==> config.mk <==
export PLATFORM = sky130hd
export DESIGN_NAME = template_matcher
export DESIGN_NICKNAME = d
export VERILOG_FILES = /design/src/rtl/template_matcher.sv
export SDC_FILE = /design/constraint.sdc
export NUM_CORES = 1
export LEC_CHECK = 0
export ABC_AREA = 1
export BUFFER_PORTS_ARGS = -buffer_cell sky130_fd_sc_hd__buf_2
export CAP_MARGIN = 25
export CORE_ASPECT_RATIO = 1.1
export CORE_MARGIN = 5
export CORE_UTILIZATION = 43
export CTS_CLUSTER_DIAMETER = 150
export DETAILED_ROUTE_END_ITERATION = 12
export GPL_TIMING_DRIVEN = 0
export PLACE_DENSITY = 0.65
export SYNTH_ARGS = -nofsm -noshare
export SYNTH_HDL_FRONTEND = slang
export SYNTH_SLANG_ARGS = --single-unit
==> constraint.sdc <==
create_clock -name clk -period 1.64 [get_ports clk]
set_input_delay 0.328 -clock clk [delete_from_list [all_inputs] [get_ports clk]]
set_output_delay 0.328 -clock clk [all_outputs]
set_load 0.01 [all_outputs]
==> src/rtl/template_matcher.sv <==
// template_matcher: scores one stored binary character against NUM_TPL binary templates
// by pixel agreement count and reports the best template, its score and a threshold flag.
module template_matcher #(
   parameter int PIX_COUNT = 1024,
   parameter int NUM_TPL   = 16,
   parameter int RD_LAT    = 1,
   parameter int THRESH    = 800,
   localparam int SCORE_W  = $clog2(PIX_COUNT + 1)
) (
   input  logic               clk,
   input  logic               reset,
   input  logic               start,
   input  logic               char_pix,
   input  logic               tpl_pix,
   output logic               rd_en,
   output logic [15:0]        pix_addr,
   output logic [3:0]         tpl_sel,
   output logic               busy,
   output logic               done,
   output logic [3:0]         best_idx,
   output logic [SCORE_W-1:0] best_score,
   output logic               match_ok
);
   typedef enum logic [2:0] {IDLE, SCAN, DRAIN, CMP, DONE} state_t;
   state_t state, state_nx;
   logic [SCORE_W-1:0] score, cand;
   logic [RD_LAT-1:0] dly;
   logic [1:0] drain_cnt;
   logic accept, last_pix, last_drain, last_tpl, take, agree;
   assign accept     = state == IDLE && start;
   assign last_pix   = pix_addr == 16'(PIX_COUNT - 1);
   assign last_drain = drain_cnt == 2'(RD_LAT - 1);
   assign last_tpl   = tpl_sel == 4'(NUM_TPL - 1);
   // template 0 always loads; later ones only on a strict win so ties keep the lower index
   assign take       = tpl_sel == 4'd0 || score > best_score;
   assign cand       = take ? score : best_score;
   assign agree      = dly[RD_LAT-1] && char_pix == tpl_pix && score != SCORE_W'(PIX_COUNT);
   always_ff @(posedge clk or negedge reset)
      if (!reset) state <= IDLE;
      else state <= state_nx;
   always_comb begin
      state_nx = state;
      rd_en = 1'b0;
      busy = 1'b0;
      done = 1'b0;
      case (state)
         IDLE:  state_nx = start ? SCAN : IDLE;
         SCAN:  begin rd_en = 1'b1; busy = 1'b1; state_nx = last_pix ? DRAIN : SCAN; end
         DRAIN: begin busy = 1'b1; state_nx = last_drain ? CMP : DRAIN; end
         CMP:   begin busy = 1'b1; state_nx = last_tpl ? DONE : SCAN; end
         DONE:  begin done = 1'b1; state_nx = IDLE; end
         default: state_nx = IDLE;
      endcase
   end
   always_ff @(posedge clk or negedge reset)
      if (!reset) begin
         pix_addr <= '0;
         tpl_sel <= '0;
         score <= '0;
         dly <= '0;
         drain_cnt <= '0;
         best_idx <= '0;
         best_score <= '0;
         match_ok <= 1'b0;
      end else begin
         dly[0] <= rd_en;
         for (int i = 1; i < RD_LAT; i++) dly[i] <= dly[i-1];
         drain_cnt <= state == DRAIN ? drain_cnt + 2'd1 : 2'd0;
         if (accept || state == CMP) score <= '0;
         else if (agree) score <= score + 1'b1;
         if (accept) begin
            pix_addr <= '0;
            tpl_sel <= '0;
         end else if (state == SCAN && !last_pix) begin
            pix_addr <= pix_addr + 16'd1;
         end else if (state == CMP && !last_tpl) begin
            pix_addr <= '0;
            tpl_sel <= tpl_sel + 4'd1;
         end
         if (state == CMP && take) begin
            best_idx <= tpl_sel;
            best_score <= score;
         end
         if (state == CMP && last_tpl) match_ok <= int'(cand) >= THRESH;
      end
endmodule

* Word level (Yosys, flattened, before mapping)
Index checks and enable logic that the tools add are counted.
** Storage, ports and cells
- Bits in registers :: 53
- Input bits :: 5
- Output and inout port bits :: 39
- Logic and storage cells :: 61
** Operators by class
- $add $sub $neg :: 4
- Order comparisons :: 2
- Equality and inequality tests :: 9
- Mux-type cells :: 18
- Reduce and logical (&&, ||, !) cells :: 19
** Operator list (number)
- 16-bit 2-to-1 mux :: 3
- 11-bit 2-to-1 mux :: 3
- 16-bit by 1-bit adder with 16-bit output (second input constant) :: 1
- 16-bit by 10-bit == test with 1-bit output (second input constant) :: 1
- 4-bit 2-to-1 mux :: 3
- 3-bit case mux with 4 select lines :: 1
- 11-bit by 1-bit adder with 11-bit output (second input constant) :: 1
- 11-bit by 10-bit greater-or-equal comparator with 1-bit output (second input constant) :: 1
- 11-bit > comparator :: 1
- 11-bit != test (second input constant) :: 1
- 1-bit logical AND :: 7
- 3-bit by 2-bit == test with 1-bit output (second input constant) :: 2
- 1-bit 2-to-1 mux :: 5
- 4-bit by 1-bit adder with 4-bit output (second input constant) :: 1
- 4-bit == test (second input constant) :: 1
- 4-bit zero test :: 1
- 2-bit 2-to-1 mux :: 2
- 2-bit nonzero test :: 2
- 3-bit by 1-bit == test with 1-bit output (second input constant) :: 1
- 3-bit == test (second input constant) :: 1
- 3-bit zero test :: 1
- 3-bit 2-to-1 mux :: 1
- 3-bit nonzero test :: 1
- 3-bit OR reduction :: 1
- other kinds (7) :: 9

* Logic depth before layout (Yosys ltp)
- Depth after elaboration :: 6
- Gate-level depth with buffers :: 14

* Worst setup path after synthesis
No wires, ideal clock.
- Path type :: register to register
- From :: register best_score[8]
- To :: register best_idx[1]
- Library setup time :: 0.083 ns
- Data arrival time :: 1.662 ns
- Data required time :: 1.557 ns
- Path slack :: -0.104 ns
- Stages on the path, launching flop included :: 15
- Buffers on the path :: 1
- Path through :: dfrtp_1 -> inv_1 -> ha_1 -> nand2_1 -> inv_1 -> nand2_1 -> inv_1 -> nand2_1 -> nand3_1 -> nand2_1 -> nand2_1 -> nand2_1 -> clkbuf_1 -> nand2_1 -> o21ai_0
** On the way
- Word-level cells in the longest chain between the ends :: 3
** Ends and longest elaborated chain
- start, declared :: RTL line 21 : output logic [SCORE_W-1:0] best_score,
- start signal, assigned :: RTL line 82 : best_score <= score;
- 11-bit > comparator :: RTL line 35 : assign take = tpl_sel == 4'd0 || score > best_score;
- 1-bit logical OR :: RTL line 35
- 1-bit logical AND :: RTL line 80 : if (state == CMP && take) begin
- end signal, assigned :: RTL line 81 : best_idx <= tpl_sel;
- end, declared :: RTL line 20 : output logic [3:0] best_idx,
Every way passes these cells.
A chain may end at the register's enable or synchronous reset.

* Worst setup path after layout
- From :: register score[10]
- To :: register best_score[6]
** On the way
- Word-level cells in the longest chain between the ends :: 3
** Ends and longest elaborated chain
- start, declared :: RTL line 26 : logic [SCORE_W-1:0] score, cand;
- start signal, assigned :: RTL line 70 : else if (agree) score <= score + 1'b1;
- 11-bit > comparator :: RTL line 35
- 1-bit logical OR :: RTL line 35
- 1-bit logical AND :: RTL line 80
Every way passes these cells.

==> impl_metrics.ini <==
[run_status]
status = complete, but fails checks
violations = negative setup slack

[global_route]
grt_pass1_vias = 2836
antenna_found_initial = 0
grt_max_degree = 40
grt_pass1_wl_um = 13100
grt.total_usage_pct = 19.0
grt_overflow = 0

[sta]
fin_worst_skew_ns = 0.0123
tightest_slew_ns = 0.503
period_needed_ns = 1.82
hold_viol = 0
rsz0062_at_grt = true
setup_violations = 42
finalMaxSlewViolations = 0
max_freq_ghz = 0.550
worst_slack_ns = -0.178
max_slew_margin_pct = 66.1
fin_crit_sh_pct = 111

[setup_path]
start_kind = register
worst-path-max-fanout = 6
end_kind = register
critPathRequiredTime_ns = 1.85
crit_type = register to register
regToRegSetupSlack_ns = -0.18
cp.arrival_ns = 2.02

[clock_tree]
cts_buffer_depth = 2
cts_sinks = 53
insertion_delay_ns = 0.32
clk_transition_reported_paths_ns = 0.10
cts_made_buffers = 5
cts_tree = done
htree_levels = 2
cts-root-buf = clkbuf_8

[logic_synthesis]
synth_cells = 375
syn-cell-area_mm2 = 0.00299
synth.avg_cell_area_um2 = 7.97
synth.distinct_cells = 31
synth_warnings = 0
syn-num-nets = 397
ys_seq_elements = 53
yosysSeqAreaShare_pct = 44.4

[die]
io_pins = 44
die_area_mm2 = 0.00872
start_util_pct = 44.8
fp.coreArea_mm2 = 0.00667
die_w_um = 89.5
fp-row-count = 31
die_height_um = 97.4

[routing]
ant_nets = 0
wirelength_um = 8530
first_pass_iters = 4
post-route-drc-count = 0
first_iter_violations = 92
viasPerCell = 5.28
wl_per_cell_um = 15.5
num_vias = 2906

[placed_design]
place_hpwl_um = 5390
placed_cell_area_mm2 = 0.00335
finalWeightedCongestion = 0.844
dp_slack_ns = -0.245
io_buffers = 43

[cells_and_area]
syn2layout_area_growth_pct = 43.0
fin_nets = 489
fillCellCount = 555
final_area_mm2 = 0.00427
drive_gt1_share_pct = 43.2
antenna_cells = 0

[run]
maxCapViolCount = 0

[power_and_ir_drop]
power_density_mw_per_mm2 = 863
p_leak_nw = 2.04
total_power_mw = 3.69
irDropWorstVdd_mv = 0.559

[hold_path]
min_path_type = primary input to register
critical path: stages (launching register included):
cell	delay, ns
dfrtp_1	0.45
ha_4	0.29
nand2_2	0.04
inv_2	0.07
nand2_4	0.07
nor2_4	0.07
nand2_1	0.05
nand3_1	0.09
nand2_2	0.08
nand2_2	0.09
nand2_4	0.12
buf_8	0.17
nand2_2	0.05
o21ai_1	0.06
power breakdown:
group          switching [mW]  internal (mW)
logic                   0.698          0.514
clock network           0.458          0.499
registers               0.102           1.42
synthesized netlist by cell type:
| master | instances | area share [%] |
|---|---|---|
| nand2_1 | 74 | 9.3 |
| inv_1 | 57 | 7.2 |
| dfrtp_1 | 53 | 44 |
| nand3_1 | 40 | 6.7 |
| o21ai_0 | 31 | 5.2 |
| nor2_1 | 23 | 2.9 |
| ha_1 | 17 | 7.1 |
| nor3_1 | 11 | 1.8 |
| a21oi_1 | 10 | 1.7 |
| nand4_1 | 10 | 2.1 |
| xor2_1 | 9 | 2.6 |
| o21ai_1 | 5 | 0.84 |
| clkbuf_1 | 4 | 0.50 |
| o22ai_1 | 4 | 0.84 |
| buf_2 | 3 | 0.50 |
| nor4_1 | 3 | 0.63 |
| and3_1 | 2 | 0.42 |
| buf_6 | 2 | 0.75 |
| nand2_2 | 2 | 0.42 |
| nand3_2 | 2 | 0.67 |
| or2_2 | 2 | 0.42 |
| xnor2_1 | 2 | 0.59 |
| a31o_2 | 1 | 0.29 |
| inv_2 | 1 | 0.13 |
| nand2_4 | 1 | 0.38 |
| nand3b_1 | 1 | 0.25 |
| nor2_2 | 1 | 0.21 |
| nor2_4 | 1 | 0.38 |
| nor3_2 | 1 | 0.33 |
| o21bai_1 | 1 | 0.25 |
| o31ai_1 | 1 | 0.25 |
cells in the final DEF (no fill, tap or decap), types with 3 or more instances in the layout:
cell type	count
ha_1	12
nor3_1	10
inv_2	14
o22ai_2	3
dfrtp_1	50
nor2_1	17
nand2_1	52
inv_1	41
o21ai_0	8
nand2_2	18
nor2_4	4
a21oi_2	4
nand3_2	20
nor2_2	4
xor2_1	9
nand2_4	5
buf_2	44
a21oi_1	6
ha_4	4
dfrtp_2	3
buf_8	6
nand4_1	10
o21ai_1	20
nand3_1	20
clkbuf_8	6
o21ai_2	8
buf_4	33
buf_6	7
metal layers:
| metal | track usage, % | share of wire (%) |
|---|---|---|
| met1 | 22.2 | 40 |
| met2 | 33.5 | 53 |
| met3 | 3.56 | 4.0 |
| met4 | 7.22 | 2.5 |
| met5 | 0 | 0 |
area by class of cell:
class	count	area (um2)	area share, %
multi-input cells	255	1790	42.0
inverters	58	231	5.42
well taps	82	103	2.40
plain buffers	8	95.1	2.22
clock inverters	1	30.0	0.703
clock buffers	7	86.3	2.02
flip-flops and latches	53	1330	31.1
repair buffers	86	604	14.1
sequential cells by signal, indices dropped and copies added (netlist names):
name / flops
match_ok: 1
best_score: 11
score: 11
pix_addr: 16
state: 3
tpl_sel: 4
best_idx: 4
drain_cnt: 2
dly: 1
timing repair:
item | 4_1_cts | 5_1_grt
hold endpoints to repair | 14 | 0
endpoints found under the setup margin | 44 | 46
cloned | 4 | 1
pin swaps | 9 | 35
gates resized for setup | 25 | 110
buffers inserted | 17 | 19
hold buffers | 1 | 0
path summary, 6_finish.rpt:
kind	cells after the start	startpoint	end
setup / recovery	13	score[10]$_DFFE_PN0P_	best_score[6]$_DFFE_PN0P_
hold / removal	4	start	tpl_sel[3]$_DFFE_PN0P_
setup reg to reg	13	score[10]$_DFFE_PN0P_	best_score[6]$_DFFE_PN0P_
hold reg to reg	1	drain_cnt[0]$_DFF_PN0_	drain_cnt[0]$_DFF_PN0_
max in group asynchronous	3	reset	score[8]$_DFFE_PN0P_
min in group asynchronous	2	reset	best_score[4]$_DFFE_PN0P_
cells by family after synthesis:
logic type	share of synthesized area (%)
compound gates	9.33
xor+xnor	3.22
fa+ha+maj	7.12
buf+inv	9.04
flops	44.4
simple gates	26.9
metrics by stage:
step	setup TNS (ns)	hold WS, ns	util (%)	instances
4_1_cts	-1.86	0.414	55.8	531
5_1_grt	-7.82	0.458	64.1	550
6_report	-4.04	0.425	64.1	550
2_1_floorplan	-0.187	0.0324	-	375
3_3_place_gp	-3.44	0.418	50.0	500
3_5_place_dp	-4.57	0.270	50.3	501
Note: power is estimated with default switching activity, not from simulation.
